`src/rtl/pll_clk_en_sequencer.sv`:
```
// Lock-qualified reset sequencer and multi-channel fractional clock-enable generator.
// The PLL lock is synchronised and must stay high for STABLE_CYCLES before a
// RST_HOLD-cycle reset hold. After that, each channel's phase accumulator emits a
// one-cycle enable on every carry out of its ACC_W-bit accumulator.
module pll_clk_en_sequencer #(
    parameter int unsigned N_CH          = 4,
    parameter int unsigned ACC_W         = 24,
    parameter int unsigned STABLE_CYCLES = 1024,
    parameter int unsigned RST_HOLD      = 16
) (
    input  logic                      clk,
    input  logic                      rst,
    input  logic                      lock_in,
    input  logic [N_CH*(ACC_W+1)-1:0] incr,
    input  logic [N_CH-1:0]           ch_enable,
    input  logic                      realign,
    output logic                      ready,
    output logic                      rst_out,
    output logic [N_CH-1:0]           clk_en
);

    localparam int unsigned CntMax = (STABLE_CYCLES > RST_HOLD) ? STABLE_CYCLES : RST_HOLD;
    localparam int unsigned CntW   = $clog2(CntMax + 1);

    typedef enum logic [1:0] {StWaitLock, StStable, StHold, StRun} state_e;

    state_e            state_q, state_d;
    logic [CntW-1:0]   cnt_q, cnt_d;
    logic [1:0]        sync_q, sync_d;
    logic              ready_q, ready_d;
    logic              lock_s;
    logic              run_ok;
    logic [ACC_W-1:0]  acc_q [N_CH];
    logic [ACC_W-1:0]  acc_d [N_CH];
    logic [ACC_W:0]    inc_sat [N_CH];
    logic [ACC_W:0]    sum [N_CH];
    logic [N_CH-1:0]   en_q, en_d;

    assign lock_s  = sync_q[1];
    assign sync_d  = {sync_q[0], lock_in};
    // Accumulate only when RUN persists into the next cycle, so a lock loss
    // clears clk_en in the same cycle that ready falls.
    assign run_ok  = (state_q == StRun) && lock_s;
    assign ready   = ready_q;
    assign rst_out = ~ready_q;
    assign clk_en  = en_q;

    // State register, counter, synchroniser, ready flag and accumulators.
    always_ff @(posedge clk) begin
        if (rst) begin
            state_q <= StWaitLock;
            cnt_q   <= '0;
            sync_q  <= '0;
            ready_q <= 1'b0;
            en_q    <= '0;
            for (int i = 0; i < N_CH; i++) begin
                acc_q[i] <= '0;
            end
        end else begin
            state_q <= state_d;
            cnt_q   <= cnt_d;
            sync_q  <= sync_d;
            ready_q <= ready_d;
            en_q    <= en_d;
            for (int i = 0; i < N_CH; i++) begin
                acc_q[i] <= acc_d[i];
            end
        end
    end

    // Next-state and stability/hold counter; a low lock_s restarts from WAIT_LOCK.
    always_comb begin
        state_d = state_q;
        cnt_d   = cnt_q;
        if (!lock_s) begin
            state_d = StWaitLock;
            cnt_d   = '0;
        end else begin
            case (state_q)
                StWaitLock: begin
                    state_d = StStable;
                    cnt_d   = '0;
                end
                StStable: begin
                    if (cnt_q == CntW'(STABLE_CYCLES - 1)) begin
                        state_d = StHold;
                        cnt_d   = '0;
                    end else begin
                        cnt_d = cnt_q + CntW'(1);
                    end
                end
                StHold: begin
                    if (cnt_q == CntW'(RST_HOLD - 1)) begin
                        state_d = StRun;
                        cnt_d   = '0;
                    end else begin
                        cnt_d = cnt_q + CntW'(1);
                    end
                end
                StRun: begin
                    cnt_d = '0;
                end
                default: begin
                    state_d = StWaitLock;
                    cnt_d   = '0;
                end
            endcase
        end
    end

    // Output decode: ready is registered and follows the state being entered.
    always_comb begin
        ready_d = (state_d == StRun);
    end

    // Per-channel phase accumulators; increments above 2^ACC_W saturate to 2^ACC_W.
    always_comb begin
        for (int i = 0; i < N_CH; i++) begin
            inc_sat[i] = incr[i*(ACC_W+1) +: ACC_W+1];
            if (inc_sat[i][ACC_W]) begin
                inc_sat[i] = {1'b1, {ACC_W{1'b0}}};
            end
            sum[i] = {1'b0, acc_q[i]} + inc_sat[i];
            if (run_ok && ch_enable[i] && !realign) begin
                acc_d[i] = sum[i][ACC_W-1:0];
                en_d[i]  = sum[i][ACC_W];
            end else begin
                acc_d[i] = '0;
                en_d[i]  = 1'b0;
            end
        end
    end

endmodule

```
`config.mk`:
```
export PLATFORM = sky130hd
export DESIGN_NAME = pll_clk_en_sequencer
export DESIGN_NICKNAME = d
export VERILOG_FILES = /design/src/rtl/pll_clk_en_sequencer.sv
export SDC_FILE = /design/constraint.sdc
export NUM_CORES = 1
export LEC_CHECK = 0
export BUFFER_PORTS_ARGS = -buffer_cell sky130_fd_sc_hd__buf_4
export CORE_ASPECT_RATIO = 1.25
export CORE_MARGIN = 5
export CORE_UTILIZATION = 45
export DETAILED_ROUTE_END_ITERATION = 16
export PLACE_DENSITY_LB_ADDON = 0.15
export SETUP_SLACK_MARGIN = 0.5
export SYNTH_ARGS = -nofsm -noshare
export SYNTH_HDL_FRONTEND = slang
export SYNTH_SLANG_ARGS = --single-unit
```
`constraint.sdc`:
```
create_clock -name clk -period 4.45 [get_ports clk]
set_clock_uncertainty 0.15 [all_clocks]
set_input_delay 1.1125 -clock clk [delete_from_list [all_inputs] [get_ports clk]]
set_output_delay 1.1125 -clock clk [all_outputs]
set_load 0.02 [all_outputs]
```
* Word level (Yosys, flattened, before mapping)
Memory sizes are Yosys's and may differ from the RTL's.
Cells that the tools add are included.
** Word-level totals
- Flip-flop bits (word level) :: 20
- RAM bits :: 96
- Input port bits :: 108
- Output and inout port bits :: 6
- Memories kept :: 1
** Cells by class
- $add $sub $neg :: 5
- Eq/ne operators :: 6
- Muxes and demuxes :: 22
- Bitwise logic cells :: 10
- Reduce and logical (&&, ||, !) cells :: 17
** Memories
- acc_q :: words 4, bits a word 24, read ports 4, clocked after memory_dff 0, wr ports 4, RTL line 33 : logic [ACC_W-1:0] acc_q [N_CH];
** Operators by type and width (number)
- two-way mux 24 bit :: 8
- adder 24 x 25 -> 25 bit :: 4
- two-way mux 25 bit :: 4
- case mux 11 bit (3 select lines) :: 1
- two-way mux 11 bit :: 2
- OR reduction 2 bit :: 6
- adder 11 x 1 -> 11 bit (second input constant) :: 1
- equality test 11 x 10 -> 1 bit (second input constant) :: 1
- equality test 11 x 4 -> 1 bit (second input constant) :: 1
- logical AND 1 bit :: 9
- equality test 2 bit (second input constant) :: 3
- two-way mux 2 bit :: 3
- inverter 1 bit :: 6
- case mux 2 bit (3 select lines) :: 1
- bitwise OR 1 bit :: 4
- two-way mux 1 bit :: 3
- equality test 2 x 1 -> 1 bit (second input constant) :: 1
- logical NOT 2 bit :: 1
- logical NOT 1 bit :: 1

* Depth between registers and ports, before layout
Gate-level depths: netlist (run 1).
- Depth in word-level cells :: 6
- Mapped depth :: 11

* Worst setup path after synthesis (run 1)
OpenSTA, ideal clock, no wires.
- Path kind :: input port to flip-flop
- From :: input incr[24]
- To :: memory acc_q[0][22]
- Library setup time :: 132 ps
- Arrival time :: 3287 ps
- Path slack :: 881 ps
- Stages :: 11
- Cell sequence :: clkbuf_1 > nor2b_1 > ha_1 > fa_1 > a21oi_1 > nor3_1 > nor2_1 > nand3_1 > a311o_1 > a211oi_1 > nor3_1
** RTL lines
- start, declared :: RTL line 14 : input logic [N_CH*(ACC_W+1)-1:0] incr,
- end, declared :: RTL line 33

==> impl_metrics.toml, run 1 <==
[status]
status = "completed"

[detailed_routing]
wl_mm = 20.5
antenna_left = 0
drtIter0Drc = 358
wire_per_inst_um = 13.9
first_pass_iters = 4
routed_via_density = 5.39
drc = 0
num_vias = 7955

[setup_path]
cp_data_required_time_ns = 4.59
r2r_start = "acc_q[0][0]"
startpoint_type = "input pin"
critical_path_arrival_ns = 3.57
rr_worst_depth = 9
r2r-end = "acc_q[0][22]"
crit_fanout = 26
rrSetupSlack_ns = 1.80
worstSetupEndpointType = "flop"
path_class = "in -> reg"

[global_routing]
met1_usage = 0.228
grt.met3_usage = 0.0356
grt_most_used_layer = "met2"
antenna_found_initial = 0
grt-ovfl-total = 0
grt_pass1_wl_mm = 34.5
first_global_vias = 7746
grt_usage = 0.182
grt_max_degree = 27
grt_util_met2 = 0.315

[cts]
clk_latency_ns = 0.42
cts_max_level = 4
cts_buffers = 17
post_cts_buffers = 0
cts_sinks = 116
hold_buffers = 0
cts_tree = "built"
cts_root_buf = "clkbuf_16"
ctsResizeCount = 0
clkTransAtPathRegs_ns = 0.06
clock_path_buffers = 2

[finish]
synthToLayoutAreaGrowth_pct = 18.8
drive_gt1_frac = 0.136
utilization = 0.541
num_antenna_cells = 0
final_cell_mix = "nor2_1, dfxtp_1, buf_4"
fin_nets = 1406
layout.cells.non_filler = 1475

[yosys]
synth.net_count = 1315
synth_ff_type = "dfxtp_1"
yosysTopAreaCell = "dfxtp_1"
netlist_top_cells_area = "dfxtp_1, ha_1, nor2b_1"
synth_seq_cells = 116
syn_area_per_cell_um2 = 7.99
ys_types = 65
yosysWarningCount = 0
syn-instance-count = 1106
synth-async-reset-ratio = 0
syn_area_um2 = 8840
ys_seq_area_frac = 0.263
netlist.area_leader.share = 0.263
synth_edf_count = 0

[min_path]
hold_depth = 1
hold_class = "reg -> reg"
min_from = "sync_q[0]"
whs_endpoint = "sync_q[1]"

[sta]
relSlewSlack = 0.388
fmax_ghz = 0.292
rsz0062_at_grt = "false"
slew_viol_final = 0
setup_violations = 0
finalHoldViolCount = 0
max_slew.worst_pin.slew_ns = 0.916
finalCritPeriodShare = 0.770
setup_tns_ns = 0
min_period_ns = 3.43
hold_slack_ns = 0.289

[power_and_ir_drop]
power_frac_seq = 0.372
comb_power_share = 0.098
pwr-share-clk = 0.529
p_int_mw = 2.15
powerDensity_nw_per_um2 = 266
swShare = 0.232
p_total_mw = 2.80
leakagePower_nw = 4.77
ir_drop_mv = 0.237
p_switching_uw = 648

[flow_run]
cap_violations = 0

[placed_design]
numPlacedInstances = 1443
place_hpwl_mm = 15.5
place.gp.congestion = 0.863
portBuffers = 113

[floorplanning]
fp.dieW_um = 135
core_um2 = 19400
io_pins = 114
num_rows = 57
die_y_um = 167
initial_core_util = 0.456
dieArea_um2 = 22600
==> critical path, stage by stage <==
cell and delay [ns]:
buf_4 0.26, nor2b_1 0.10, ha_1 0.22, fa_1 0.41, a21oi_1 0.29, nor3_1 0.10
nor2_1 0.19, nand3_1 0.18, a311o_1 0.41, a211oi_1 0.24, nor3_1 0.06
==> kinds of logic (layout without fill, tap and decap cells) <==
group,count (synthesis),in the layout,synth area share
flops,116,116,0.263
compound gates,318,318,0.236
buf+inv,75,179,0.0330
simple gates,417,417,0.242
mux,8,8,0.00906
fa+ha+maj,101,101,0.146
xor+xnor,71,71,0.0703
==> Yosys cell counts, drive strengths merged, types with 4 or more instances <==
| cell type | number |
|---|---|
| or3 | 9 |
| ha | 97 |
| nand4 | 17 |
| clkbuf | 36 |
| dfxtp | 116 |
| a31o | 7 |
| o31ai | 4 |
| nor3 | 21 |
| and2 | 9 |
| fa | 4 |
| o21ai | 58 |
| o21bai | 15 |
| buf | 7 |
| a211oi | 18 |
| a2111oi | 4 |
| inv | 32 |
| a21o | 56 |
| and3 | 22 |
| nor2b | 104 |
| o21a | 13 |
| xnor2 | 38 |
| a221oi | 6 |
| a21oi | 93 |
| o211ai | 9 |
| nor3b | 5 |
| nand2 | 56 |
| a31oi | 7 |
| o31a | 5 |
| nand3 | 34 |
| a311oi | 6 |
| mux2i | 8 |
| nand2b | 15 |
| xor2 | 33 |
| nor2 | 116 |
==> final cells by class <==
class,instances,area (µm²)
Fill cell,1907,8900
Multi-Input combinational cell,915,6230
Sequential cell,116,2320
Timing Repair Buffer,115,863
Clock buffer,20,457
Tap cell,265,332
Clock inverter,12,178
Inverter,32,120
==> power groups by stage <==
stage	combinational, mW	sequential (mW)	clock [mW]
floorplan	0.167	1.06	0
global placement	0.273	1.06	0
detailed placement	0.275	1.06	0
CTS	0.277	1.04	1.52
global route	0.306	1.04	1.56
finish	0.275	1.04	1.48
==> metrics by stage <==
stage	setup slack [ns]	instance area [µm²]
floorplan	0.881	8840
global placement	0.657	9860
detailed placement	0.559	9860
CTS	0.993	10500
global route	0.763	10500
finish	1.02	10500
==> worst max-delay path by stage <==
stage / startpoint / to
after floorplan: incr[24] / acc_q[0][22]
after global placement: incr[74] / clk_en[2]
after detailed placement: incr[24] / acc_q[0][22]
after CTS: incr[24] / acc_q[0][22]
after global routing: incr[24] / acc_q[0][22]
final: incr[24] / acc_q[0][22]
==> sequential cells by signal, summed over array words and instances, names as in the netlist <==
name	cells
ready	1
sync_q	2
acc_q	96
cnt_q	11
clk_en	4
state_q	2
==> routing by layer <==
layer / vias up / share of wire / routed length, µm
li1: 4144 / - / -
met1: 3670 / 0.47 / 9580
met2: 121 / 0.48 / 9920
met3: 20 / 0.036 / 729
met4: 0 / 0.012 / 243
met5: - / 0 / 0
No activity file was read; power rests on OpenSTA's default activity.
==> run 2: changes to the inputs <==
- clock period: 4.45 -> 3.3 ns (I/O delays scaled with it)
==> run 2 against run 1 <==
- register-to-register slack worse by 0.93 ns
- first-iteration DRC count is 22% lower
- wire length up 7.3%
- sequential power grew 35%
- global-route usage is 0.65 points higher
- hold slack is essentially flat
- sequential share of layout area fell by 2.0 points
- design area rose by 9.7%
- total power up 33%
- largest cell class unchanged
==> impl_metrics.toml, run 2 (synthesis gave the netlist of run 1 again) <==
[floorplanning]
initial_core_util = 0.456
num_rows = 57
dieArea_um2 = 22600
io_pins = 114
core_um2 = 19400
die_y_um = 167
fp.dieW_um = 135

[sta]
setup_tns_ns = 0
max_slew.worst_pin.slew_ns = 0.417
finalCritPeriodShare = 0.833
hold_slack_ns = 0.289
setup_violations = 0
fmax_ghz = 0.364
min_period_ns = 2.75
rsz0062_at_grt = "true"
slew_viol_final = 0
finalHoldViolCount = 0
relSlewSlack = 0.715
setup_slack_ns = 0.550

[setup_path]
worstSetupEndpointType = "flop"
path_class = "in -> reg"
crit_fanout = 4
r2r-end = "acc_q[3][22]"
rr_worst_depth = 9
cp-endpoint = "acc_q[3][22]"
r2r_start = "acc_q[3][0]"
startpoint = "incr[75]"
cp_data_required_time_ns = 3.44
rrSetupSlack_ns = 0.87
startpoint_type = "input pin"
critical_path_arrival_ns = 2.89

[finish]
post-route-cell-area_um2 = 11500
num_antenna_cells = 0
top_register = "acc_q"
fin_nets = 1475
drive_gt1_frac = 0.239
largest_register_ffs = 96
fillers = 1794
final_common_cell = "buf_4"
utilization = 0.594
final_cell_mix = "buf_4, dfxtp_1, nor2_1"
synthToLayoutAreaGrowth_pct = 30.3

[global_routing]
first_global_vias = 8054
grt_pass1_wl_mm = 35.7
grt_usage = 0.188
antenna_found_initial = 0
grt_max_degree = 27
grt-ovfl-total = 0

[cts]
hold_buffers = 0
cts_tree = "built"
clock_path_buffers = 2
clk_latency_ns = 0.41
clkTransAtPathRegs_ns = 0.05
cts_buffers = 17
cts_root_buf = "clkbuf_16"
cts_sinks = 116
cts_max_level = 4

[placed_design]
portBuffers = 113
placed_area_um2 = 10400
place_hpwl_mm = 16.5
place.gp.congestion = 0.855
dp_slack_ns = -0.00796

[detailed_routing]
drc = 0
drtIter0Drc = 278
wl_mm = 22.0
wire_per_inst_um = 14.2
antenna_left = 0
routed_via_density = 5.39
first_pass_iters = 5
num_vias = 8315

[flow_run]
cap_violations = 0

[status]
status = "completed"

[power_and_ir_drop]
ir_drop_mv = 0.304
powerDensity_nw_per_um2 = 322
leakagePower_nw = 5.14

[min_path]
hold_class = "reg -> reg"
## run 2: critical path, cell delays in order
cell	delay (ns)
buf_4	0.11
nor2b_4	0.12
ha_4	0.16
fa_2	0.38
a21o_1	0.18
a21o_2	0.24
a21oi_4	0.17
o31a_1	0.24
o211a_1	0.24
o31ai_2	0.09
mux2i_1	0.12
## run 2: worst min-delay path by stage
stage | startpoint | to | slack, ns | depth (start not counted)
finish | sync_q[0] | sync_q[1] | 0.29 | 1
global route | sync_q[0] | sync_q[1] | 0.31 | 1
CTS | sync_q[0] | sync_q[1] | 0.30 | 1
detailed placement | sync_q[0] | sync_q[1] | 0.29 | 1
global placement | sync_q[0] | sync_q[1] | 0.27 | 1
floorplan | sync_q[0] | sync_q[1] | 0.26 | 1
## run 2: routing by layer
| metal | global-route usage | wire length (µm) | vias up |
|---|---|---|---|
| met5 | 0 | 0 | - |
| met3 | 0.0305 | 601 | 28 |
| met4 | 0.0644 | 432 | 0 |
| li1 | - | - | 4283 |
| met1 | 0.229 | 9800 | 3877 |
| met2 | 0.334 | 11100 | 127 |
## run 2: cell type report
type | count | area [µm²] | area share
clock inverter | 9 | 100 | 0.00869
tap | 265 | 332 | 0.0288
clock buffer | 23 | 498 | 0.0432
timing repair buffer | 184 | 1450 | 0.126
inverter | 32 | 120 | 0.0104
multi-input combinational | 915 | 6700 | 0.581
sequential | 116 | 2320 | 0.202
## run 2: per-stage QoR
| step | power, mW | instances |
|---|---|---|
| floorplan | 1.67 | 1106 |
| global placement | 1.83 | 1489 |
| detailed placement | 1.83 | 1489 |
| CTS | 3.74 | 1521 |
| global route | 3.87 | 1544 |
| finish | 3.71 | 1544 |
## run 2: what timing repair did
| action | 4_1_cts | 5_1_grt |
|---|---|---|
| setup buffers | 0 | 22 |
| pin swaps | 2 | 41 |
| setup endpoints to repair | 11 | 32 |
| cloned | 0 | 1 |
| resized for setup | 6 | 65 |
## run 2: report_power, final
part	internal, mW	total [mW]	leakage [nW]	switching [mW]
clock	1.21	1.88	0.295	0.674
combinational	0.225	0.425	3.91	0.200
sequential	1.40	1.40	0.934	0.000560
